$ cat config.mk
export PLATFORM = sky130hd
export DESIGN_NAME = spi_xfer_sequencer
export DESIGN_NICKNAME = d
export VERILOG_FILES = /design/src/rtl/spi_ctrl_pkg.sv /design/src/rtl/spi_clk_div.sv /design/src/rtl/spi_xfer_sequencer.sv
export SDC_FILE = /design/constraint.sdc
export NUM_CORES = 1
export LEC_CHECK = 0
export CORE_AREA = 10 10 50 52
export CTS_CLUSTER_SIZE = 12
export DETAILED_ROUTE_END_ITERATION = 12
export DIE_AREA = 0 0 60 62
export PLACE_DENSITY = 0.78
export SLEW_MARGIN = 10
export SYNTH_ARGS = -nofsm -noshare
export SYNTH_HDL_FRONTEND = slang
export SYNTH_HIERARCHICAL = 1
export SYNTH_SLANG_ARGS = --single-unit
$ cat constraint.sdc
create_clock -name clk -period 4.6 [get_ports clk]
set_input_delay 1.15 -clock clk [delete_from_list [all_inputs] [get_ports clk]]
set_output_delay 1.15 -clock clk [all_outputs]
set_load 0.05 [all_outputs]
$ cat src/rtl/spi_ctrl_pkg.sv
`default_nettype none
// ============================================================================
// Module      : spi_ctrl_pkg
// Description : Shared definitions for the SPI master frame sequencer.
//               FSM state encodings and named logic levels.
// Revision    : 1.0 - initial release
// ============================================================================
package spi_ctrl_pkg;

  typedef logic [1:0] state_t;

  localparam state_t ST_IDLE  = 2'd0;
  localparam state_t ST_SETUP = 2'd1;
  localparam state_t ST_SHIFT = 2'd2;
  localparam state_t ST_HOLD  = 2'd3;

  localparam logic HIGH = 1'b1;
  localparam logic LOW  = 1'b0;

endpackage
`default_nettype wire

$ cat src/rtl/spi_clk_div.sv
`default_nettype none
// ============================================================================
// Module      : spi_clk_div
// Description : SCLK generator. Counts CLK_DIV system clocks per SCLK
//               half-period while enabled, toggles SCLK on the terminal
//               count and flags whether that toggle is a leading edge
//               (leaving the idle level) or a trailing edge.
// Ports       : clk, clr          - clock, synchronous active-high reset
//               en                - run the divider (held at zero otherwise)
//               sclk              - serial clock, idles at CPOL
//               tick              - this cycle ends a half-period (SCLK toggles)
//               lead / trail      - tick qualified by edge direction
// Revision    : 1.0 - initial release
// ============================================================================
module spi_clk_div
  import spi_ctrl_pkg::*;
#(
  parameter int   CLK_DIV = 4,
  parameter logic CPOL    = 1'b0
) (
  input  logic clk,
  input  logic clr,
  input  logic en,
  output logic sclk,
  output logic tick,
  output logic lead,
  output logic trail
);

  localparam int DIV_W = (CLK_DIV > 1) ? $clog2(CLK_DIV) : 1;
  localparam logic [DIV_W-1:0] DIV_LAST = DIV_W'(CLK_DIV - 1);

  logic [DIV_W-1:0] div_cnt;

  assign tick  = en & (div_cnt == DIV_LAST);
  // SCLK still sits at its pre-toggle level during the tick cycle.
  assign lead  = tick & (sclk == CPOL);
  assign trail = tick & (sclk != CPOL);

  always_ff @(posedge clk) begin
    if (clr) begin
      div_cnt <= '0;
      sclk    <= CPOL;
    end else if (!en) begin
      div_cnt <= '0;
    end else if (tick) begin
      div_cnt <= '0;
      sclk    <= ~sclk;
    end else begin
      div_cnt <= div_cnt + 1'b1;
    end
  end

endmodule
`default_nettype wire

$ cat src/rtl/spi_xfer_sequencer.sv
`default_nettype none
// ============================================================================
// Module      : spi_xfer_sequencer
// Description : Frame sequencer for the SPI master datapath. Starts a frame
//               when transmit is enabled and a word is waiting, drives CS_N
//               and SCLK, and strobes the shift-register / buffer controls.
//               Optional macro SPI_BURST_EN: chain back-to-back frames with
//               CS_N held low when another word is ready at end of HOLD.
// Ports       : clk, clr                 - clock, synchronous active-high reset
//               te, re                   - transmit / receive enable
//               tx_valid, rx_full        - sender word ready, receiver occupied
//               ovr_clr                  - clears overrun
//               tx_load, shift_out,
//               sample, rx_store, done   - single-cycle strobes
//               sclk, cs_n               - SPI bus clock and chip select
//               busy, overrun            - status (overrun is sticky)
// Revision    : 1.0 - initial release
// ============================================================================
module spi_xfer_sequencer
  import spi_ctrl_pkg::*;
#(
  parameter int DATA_WIDTH = 8,
  parameter int CLK_DIV    = 4,
  parameter int CPOL       = 0,
  parameter int CPHA       = 0
) (
  input  logic clk,
  input  logic clr,
  input  logic te,
  input  logic re,
  input  logic tx_valid,
  input  logic rx_full,
  input  logic ovr_clr,
  output logic tx_load,
  output logic shift_out,
  output logic sample,
  output logic rx_store,
  output logic sclk,
  output logic cs_n,
  output logic busy,
  output logic done,
  output logic overrun
);

  localparam int WAIT_W = (CLK_DIV > 1) ? $clog2(CLK_DIV) : 1;
  localparam int EDGE_W = $clog2(2 * DATA_WIDTH);
  localparam logic [WAIT_W-1:0] WAIT_LAST = WAIT_W'(CLK_DIV - 1);
  localparam logic [EDGE_W-1:0] EDGE_LAST = EDGE_W'(2 * DATA_WIDTH - 1);
  localparam logic [EDGE_W-1:0] EDGE_ZERO = '0;
  localparam logic SCLK_IDLE = (CPOL != 0) ? HIGH : LOW;

  state_t            state;
  logic [WAIT_W-1:0] wait_cnt;   // SETUP / HOLD dwell counter
  logic [EDGE_W-1:0] edge_cnt;   // SCLK edge index within the frame
  logic              in_shift;
  logic              tick;
  logic              lead;
  logic              trail;
  logic              last_wait;
  logic              hold_end;
  logic              frame_start;
  logic              burst_go;

  spi_clk_div #(
    .CLK_DIV (CLK_DIV),
    .CPOL    (SCLK_IDLE)
  ) u_clk_div (
    .clk   (clk),
    .clr   (clr),
    .en    (in_shift),
    .sclk  (sclk),
    .tick  (tick),
    .lead  (lead),
    .trail (trail)
  );

  assign in_shift    = (state == ST_SHIFT);
  assign last_wait   = (wait_cnt == WAIT_LAST);
  assign hold_end    = (state == ST_HOLD) & last_wait;
  assign frame_start = (state == ST_IDLE) & te & tx_valid;

`ifdef SPI_BURST_EN
  assign burst_go = hold_end & te & tx_valid;
`else
  assign burst_go = LOW;
`endif

  assign tx_load  = frame_start | burst_go;
  assign done     = hold_end;
  assign rx_store = hold_end & re & ~rx_full;
  assign busy     = (state != ST_IDLE);

  // Bit 0 is presented by TX_LOAD itself, so the data-change edge that would
  // present it again is suppressed: the last trailing edge for CPHA=0, the
  // first leading edge for CPHA=1.
  generate
    if (CPHA == 0) begin : g_cpha0
      assign sample    = in_shift & lead;
      assign shift_out = in_shift & trail & (edge_cnt != EDGE_LAST);
    end else begin : g_cpha1
      assign sample    = in_shift & trail;
      assign shift_out = in_shift & lead & (edge_cnt != EDGE_ZERO);
    end
  endgenerate

  always_ff @(posedge clk) begin
    if (clr) begin
      state    <= ST_IDLE;
      cs_n     <= HIGH;
      overrun  <= LOW;
      wait_cnt <= '0;
      edge_cnt <= '0;
    end else begin
      // A coincident clear loses to a new overrun.
      if (hold_end & re & rx_full) begin
        overrun <= HIGH;
      end else if (ovr_clr) begin
        overrun <= LOW;
      end

      case (state)
        ST_IDLE: begin
          if (frame_start) begin
            state    <= ST_SETUP;
            cs_n     <= LOW;
            wait_cnt <= '0;
          end
        end
        ST_SETUP: begin
          if (last_wait) begin
            state    <= ST_SHIFT;
            wait_cnt <= '0;
          end else begin
            wait_cnt <= wait_cnt + 1'b1;
          end
        end
        ST_SHIFT: begin
          if (tick) begin
            if (edge_cnt == EDGE_LAST) begin
              edge_cnt <= '0;
              state    <= ST_HOLD;
            end else begin
              edge_cnt <= edge_cnt + 1'b1;
            end
          end
        end
        ST_HOLD: begin
          if (last_wait) begin
            wait_cnt <= '0;
            if (burst_go) begin
              state <= ST_SHIFT;
            end else begin
              state <= ST_IDLE;
              cs_n  <= HIGH;
            end
          end else begin
            wait_cnt <= wait_cnt + 1'b1;
          end
        end
        default: begin
          state <= ST_IDLE;
          cs_n  <= HIGH;
        end
      endcase
    end
  end

endmodule
`default_nettype wire

### Word level (Yosys, flattened, before mapping)

Cells that the tools add are included.

* input bits: 7
* register bits after elaboration: 13
* logic and storage cells: 63
* output and inout port bits: 9

* muxes and demuxes: 15
* $add $sub $neg: 3
* equal/unequal tests: 12
* bitwise operators: 15
* reduce and logical (&&, ||, !) cells: 11

Operator list (number)
* 2-bit 2-to-1 mux: 7
* 1-bit AND: 12
* 2-bit equality test, second input constant: 4
* 2-bit case mux with 4 select lines: 1
* 2-bit nonzero test: 4
* 2-bit inequality test, second input constant: 3
* 5-bit AND reduction: 1
* 2-bit by 1-bit adder with 2-bit output, second input constant: 2
* 4-bit by 1-bit adder with 4-bit output, second input constant: 1
* 4-bit equality test, second input constant: 1
* 1-bit 2-to-1 mux: 4
* 4-bit 2-to-1 mux: 1
* 2-bit by 1-bit inequality test with 1-bit output, second input constant: 2
* 4-bit inequality test, second input constant: 1
* 2-bit case mux with 2 select lines: 1
* 2-bit AND reduction: 2
* 1-bit NOT: 3
* 3-bit AND reduction: 1
* 3-bit OR reduction: 1
* 2-bit by 1-bit equality test with 1-bit output, second input constant: 1
* 2-bit logical NOT: 1
* 1-bit case mux with 2 select lines: 1
* 2-bit OR reduction: 1

### Logic depth before layout (Yosys ltp)

Gate-level depths: netlist of run 1.

* depth after elaboration: 5
* depth in mapped cells: 6
* depth with buffers taken out: 6

### By module

The synthesis of run 1 kept the hierarchy.

By module, submodules not included
* spi_xfer_sequencer: times used 1, area an instance 586.8 um^2, seq. area each 200.2 um^2, cells each 69
* spi_clk_div: times used 1, area an instance 137.6 um^2, seq. area each 60.1 um^2, cells each 12

### Worst setup path after synthesis of run 1

OpenSTA, ideal clock, no wires.

* kind: input to output
* start: in re
* end: out rx_store
* cell stages on the path: 2
* slack: 1.612 ns
* data arrival time: 1.838 ns
* required time: 3.450 ns
* cells stage by stage: nand2_1 -> nor2_1

* word-level cells in the longest chain between the ends: 2

Ends and longest elaborated chain
* from (decl): RTL line spi_xfer_sequencer.sv:30 `input logic re,`
* 1-bit AND (2 in series): RTL line spi_xfer_sequencer.sv:90 `assign rx_store = hold_end & re & ~rx_full;`
* to (decl): RTL line spi_xfer_sequencer.sv:37 `output logic rx_store,`

No other way between the ends.

### Worst setup path in the final report of run 1

* start: in tx_valid
* end: out tx_load

* word-level cells in the longest chain between the ends: 1

Ends and longest elaborated chain
* from (decl): RTL line spi_xfer_sequencer.sv:31 `input logic tx_valid,`
* 1-bit AND: RTL line spi_xfer_sequencer.sv:80 `assign frame_start = (state == ST_IDLE) & te & tx_valid;`
* to (decl): RTL line spi_xfer_sequencer.sv:34 `output logic tx_load,`

No other way between the ends.

==> flow_summary_export.csv, run 1 <==
group,metric,value,unit
run_status,outcome,"finished clean",
critical_path,start_kind,"input port",
hold_path,hold_path_depth,1,
placement,hpwl,1.150,mm
grt,grt_pass1_wl,2.497,mm
critical_path,max_stage_delay,0.80,ns
placement,port_buffers,15,
route,ant_nets,0,
timing,fmax,0.2600,GHz
floorplanning,core_area,1614,um^2
floorplanning,start_util,44.88,%
timing,finalHoldViolCount,0,
clock_network,clockRootBuffer,"clkbuf_4",
pwr,pwr-share-comb,45.9,%
floorplanning,fp.dieH,62,um
critical_path,r2r_end,"state[0]$_SDFFE_PP0P_",
clock_network,cts_max_level,1,
pwr,power.switching,147.6,uW
synthesis,synth_area,724.4,um^2
route,drt_wl_total,1.495,mm
synthesis,synth_cells,81,
route,routedWlPerCell,12.89,um
clock_network,clk_latency,0.28,ns
grt,overflow,0,
critical_path,path_cells,"clkdlybuf4s50_1 -> nand3_1 -> inv_1 -> clkdlybuf4s50_1",
synthesis,yosysSeqAreaShare,35.92,%
finish,drive_gt1_share,13.13,%
critical_path,crit_top_cell,"clkdlybuf4s50_1",
critical_path,arrival,2.70,ns
timing,setup_viol,0,
finish,fin_cells,116,
placement,place_ws,0.7498,ns
clock_network,clk_pin_slew,0.08,ns
pwr,clkPwrFrac,18.9,%
route,vias_per_cell,5.474,
timing,rsz0062_at_grt,"no",
timing,fin_tns_setup,0,ns
critical_path,rrSetupSlack,2.83,ns
finish,post-route-util,56.90,%
floorplanning,ioPinCount,16,
timing,layout_min_cycle_time,3.846,ns
timing,relSlewSlack,66.27,%
timing,slew_violations,0,
timing,setup_slack,0.7537,ns
finish,synthToLayoutAreaGrowth,26.77,%
placement,place_congestion,0.7809,
critical_path,cp_num_buf_inv,3,
finish,nNetsFinal,114,
clock_network,cts_made_buffers,3,
timing,tightest_slew,0.5044,ns
hold_path,min_to,"u_clk_div/div_cnt[0]$_SDFF_PP0_",
route,drtIter0Drc,11,
finish,antenna_cells,0,
pwr,irDropWorstVdd,0.0002460,V
route,drc,0,
grt,grt_usage,8.842,%
timing,skew,0.006755,ns
pwr,seq_power_share,35.2,%
timing,whs,0.4357,ns
route,firstDrtPassIters,4,
grt,grt_max_degree,13,
synthesis,syn_area_per_cell,8.944,um^2
run,cap_violations,0,
clock_network,cts_tree,"done",
hold_path,hp-class,"flop to flop",
pwr,switching_share,38.27,%
floorplanning,num_rows,15,
grt,grt_pass1_vias,605,
critical_path,end_kind,"primary output",
critical_path,r2r_cells,6,
timing,min_period_over_period,83.62,%
clock_network,cts_setup_buffers,0,
clock_network,hold_buffers,0,
synthesis,ys_warn_count,6,
grt,antenna_found_initial,0,
critical_path,crit_type,"input port to primary output",
clock_network,post_cts_resized,0,
floorplanning,fp.dieW,60,um
synthesis,synth.distinct_cells,32,
critical_path,critPathRequiredTime,3.45,ns
critical_path,worstReg2RegStart,"state[0]$_SDFFE_PP0P_",
route,num_vias,635,
pwr,power_density,419.8,nW/um^2
pwr,cell_internal_pwr,238.0,uW
placement,dp_cells,112,
critical_path,worst-path-max-fanout,3,
pwr,leakage,0.0003691,uW
floorplanning,dieArea,3720,um^2
synthesis,synth.net_count,95,
synthesis,ys_ff_latch,13,
hold_path,hold_start,"u_clk_div/div_cnt[0]$_SDFF_PP0_",
clock_network,cts_buffer_depth,2,
critical_path,cp_top_family,"buffers and inverters",
clock_network,cts_sinks,13,
critical_path,crit_slowest_cell,"clkdlybuf4s50_1",
registers in the layout, summed over array words and instances, names as in the netlist:
name / flops
wait_cnt: 2
u_clk_div/div_cnt: 2
state: 2
u_clk_div/sclk: 1
overrun: 1
edge_cnt: 4
cs_n: 1
per-layer routing:
metal	vias to the layer above	track usage [%]	part of all wire, %
li1	329	-	-
met1	290	8.014	40
met2	11	15.29	48
met3	5	4.472	8.3
met4	0	5.769	3.1
met5	-	0	0
final cells by class:
type	instances	area, um^2
flip-flops and latches	13	260.3
repair buffers	15	150.1
multi-input cells	62	441.7
clock buffers	4	26.28
fillers	153	695.7
well taps	17	21.27
inverters	5	18.77
power groups by stage:
stage | clock (uW) | sequential, uW | combinational (uW)
after global routing | 79.6 | 138 | 196
final | 72.8 | 136 | 177
after floorplan | 0 | 143 | 129
after global placement | 0 | 138 | 174
after CTS | 75.6 | 136 | 179
after detailed placement | 0 | 138 | 178
layout by cell type, fill, tap and decap left out, types with 2 or more instances in the layout:
cell type | netlist | layout
clkbuf_4 | 0 | 3
o21ai_0 | 4 | 4
clkdlybuf4s50_1 | 0 | 15
nand3_1 | 5 | 5
nand2_1 | 8 | 8
nor2_1 | 4 | 4
ha_1 | 7 | 7
inv_1 | 5 | 5
nor2b_1 | 2 | 2
and2_2 | 2 | 2
dfxtp_1 | 13 | 13
a21oi_1 | 9 | 9
cell families (layout without fill, tap and decap cells):
group,count (synthesis),in the layout,share of synthesized area [%]
DFF,13,13,35.92
xor gates and xnor gates,1,1,1.209
muxes,2,2,3.454
and+or+nand+nor,32,32,24.35
AOI/OAI and AO/OA,20,20,19.86
adders and majority gates,7,7,12.09
buffers and inverters,6,24,3.109
metrics by stage:
step	area, um^2	power [uW]
final	918.4	385.6
after global placement	892.1	312.2
after CTS	918.4	390.4
after global routing	918.4	413.8
after floorplan	724.4	271.4
after detailed placement	892.1	316.6
Yosys cell counts:
master	n	area share [%]
a211oi_2	1	1.7
a21bo_2	1	1.4
a21boi_4	1	2.6
a21oi_1	9	6.2
a311o_1	1	1.4
a31oi_1	1	0.86
and2_2	2	2.1
and2_4	1	1.2
and3_1	1	0.86
clkbuf_1	1	0.52
dfxtp_1	13	36
ha_1	7	12
inv_1	5	2.6
mux2_4	1	2.1
mux2i_1	1	1.4
nand2_1	8	4.1
nand2b_1	1	0.86
nand3_1	5	3.5
nand3b_1	1	1.0
nand4_1	1	0.86
nor2_1	4	2.1
nor2b_1	2	1.7
nor3_1	1	0.69
nor4b_1	1	1.2
nor4bb_1	1	1.4
o21ai_0	4	2.8
o21ba_2	1	1.4
o221a_2	1	1.6
or2_2	1	0.86
or3_1	1	0.86
or4_1	1	1.0
xor2_1	1	1.2
worst max-delay path by stage:
stage	from	end	cells after the start
floorplan	re	rx_store	2
global placement	tx_valid	tx_load	4
detailed placement	tx_valid	tx_load	4
CTS	tx_valid	tx_load	4
global route	te	tx_load	4
finish	tx_valid	tx_load	4
Note: power is estimated with default switching activity, not from simulation.
==> run 2: changes to the inputs <==
Settings changed: CORE_AREA 10 10 50 52 to 10 10 53 55, DIE_AREA 0 0 60 62 to 0 0 63 65, PLACE_DENSITY 0.78 to 0.72.
Clock period 4.6 ns to 3.2 ns, I/O delays scaled along.
==> run 2 against run 1 <==
  * Final cell count rose by 9.5%
  * Worst hold slack improved by 0.0029 ns
  * Via count is 3.1% lower
  * Sequential power increased by 43%
  * Flip-flop and latch count is the same
  * Largest cell class unchanged
==> flow_summary_export.csv, run 2 (synthesis results as in run 1) <==
group,metric,value,unit
clock_network,cts_setup_buffers,0,
pwr,power_density,597.6,nW/um^2
grt,grt_use_met3,2.234,%
critical_path,arrival,2.13,ns
clock_network,post_cts_resized,0,
clock_network,clockRootBuffer,"clkbuf_4",
hold_path,min_to,"u_clk_div/div_cnt[0]$_SDFF_PP0_",
floorplanning,num_rows,16,
finish,largest_register_ffs,4,
grt,grt_max_degree,13,
hold_path,hold_path_depth,1,
floorplanning,fp.dieH,65,um
hold_path,hp-class,"flop to flop",
grt,met1_usage,8.746,%
finish,nNetsFinal,115,
timing,finalHoldViolCount,0,
critical_path,rrSetupSlack,1.46,ns
grt,top_usage_layer,"met2",
finish,top_register,"edge_cnt",
clock_network,cts_buffer_depth,2,
finish,multi_input_area,441.7,um^2
floorplanning,fp.dieW,63,um
route,ant_nets,0,
clock_network,clk_latency,0.27,ns
critical_path,path_cells,"inv_1 -> ha_1 -> and3_1 -> nand2_1 -> a31oi_1 -> clkdlybuf4s50_1",
timing,setup_viol,0,
floorplanning,dieArea,4095,um^2
timing,rsz0062_at_grt,"no",
finish,final_cell_mix,"dfxtp_1 (13), clkdlybuf4s50_1 (12), a21oi_1 (9)",
route,num_vias,615,
route,routedWlPerCell,11.31,um
clock_network,cts_tree,"done",
clock_network,hold_buffers,0,
timing,relSlewSlack,65.37,%
grt,overflow,0,
finish,drive_gt1_share,17.00,%
critical_path,end_kind,"primary output",
placement,port_buffers,15,
pwr,leakage,0.0003836,uW
finish,nFillCells,187,
route,drtIter0Drc,1,
critical_path,r2r_cells,7,
grt,grt_pass1_wl,2.525,mm
floorplanning,core_area,1862,um^2
clock_network,clk_pin_slew,0.08,ns
clock_network,cts_sinks,13,
floorplanning,start_util,38.91,%
finish,antenna_cells,0,
critical_path,worstReg2RegStart,"state[0]$_SDFFE_PP0P_",
timing,slew_violations,0,
timing,layout_min_cycle_time,2.929,ns
critical_path,crit_slowest_cell,"clkdlybuf4s50_1",
critical_path,max_stage_delay,0.82,ns
floorplanning,ioPinCount,16,
timing,tightest_slew,0.5178,ns
grt,grt_pass1_vias,582,
finish,final_common_cell,"dfxtp_1",
timing,whs,0.4387,ns
pwr,irDropWorstVdd,0.0003799,V
hold_path,hold_start,"u_clk_div/div_cnt[0]$_SDFF_PP0_",
critical_path,r2r_end,"state[0]$_SDFFE_PP0P_",
route,vias_per_cell,4.843,
route,drt_wl_total,1.436,mm
route,firstDrtPassIters,3,
finish,synthToLayoutAreaGrowth,30.22,%
critical_path,start_kind,"flop",
route,drc,0,
critical_path,critPathRequiredTime,2.40,ns
finish,seqCellArea,260.3,um^2
finish,post-route-util,50.67,%
clock_network,cts_made_buffers,3,
grt,antenna_found_initial,0,
clock_network,cts_max_level,1,
critical_path,crit_type,"flop to primary output",
placement,place_congestion,0.7271,
grt,grt_use_met2,12.31,%
timing,min_period_over_period,91.54,%
grt,grt_usage,7.684,%
timing,fmax,0.3414,GHz
timing,fin_tns_setup,0,ns
run_status,outcome,"finished clean",
run,cap_violations,0,
critical_path,worst-path-max-fanout,6,
timing,skew,0.001216,ns
==> run 2: cell count changes in the layout (fill, tap and decap cells not counted) <==
cell,before,now
buf_4,0,3
clkdlybuf4s50_1,15,12
buf_12,0,1
==> run 2: worst max-delay path by stage <==
stage | slack, ns | endpoint | depth (start not counted) | start
2_1_floorplan | 0.65 | shift_out | 3 | u_clk_div/sclk$_SDFFE_PP0P_
3_3_place_gp | 0.59 | shift_out | 6 | state[0]$_SDFFE_PP0P_
3_5_place_dp | 0.55 | shift_out | 6 | state[0]$_SDFFE_PP0P_
4_1_cts | 0.25 | shift_out | 6 | state[0]$_SDFFE_PP0P_
5_1_grt | 0.16 | shift_out | 6 | state[0]$_SDFFE_PP0P_
6_report | 0.27 | shift_out | 6 | state[0]$_SDFFE_PP0P_
==> run 2: cell type report <==
class,instances,area share [%]
Timing Repair Buffer,16,17.24
Tap cell,27,3.581
Multi-Input combinational cell,62,46.82
Sequential cell,13,27.59
Inverter,5,1.989
Clock buffer,4,2.785
==> run 2: per-stage QoR <==
stage | total power, uW | cells | setup slack [ns] | area (um^2)
2_1_floorplan | 390.1 | 81 | 0.6491 | 724.4
3_3_place_gp | 461.7 | 123 | 0.5902 | 917.1
3_5_place_dp | 467.3 | 123 | 0.5540 | 917.1
4_1_cts | 571.3 | 127 | 0.2461 | 943.4
5_1_grt | 607.1 | 127 | 0.1617 | 943.4
6_report | 563.8 | 127 | 0.2706 | 943.4
==> run 2: worst max-delay path: cells and delay by family (launching register included) <==
family | cells | cell delay, ns
compound gates | 1 | 0.13
fa+ha+maj | 1 | 0.25
buf+inv | 2 | 0.90
flops | 1 | 0.34
simple gates | 2 | 0.23
==> run 2: report_power, final <==
| group | internal, uW | switching, uW |
|---|---|---|
| clock network | 48.3 | 53.9 |
| logic | 123 | 144 |
| registers | 180 | 14.7 |
==> run 2: layer usage <==
layer,part of all wire [%],up-vias,routed length (um)
li1,-,328,-
met3,3.9,4,56
met1,49,274,710
met2,44,9,636
met5,0,-,0
met4,2.2,0,31
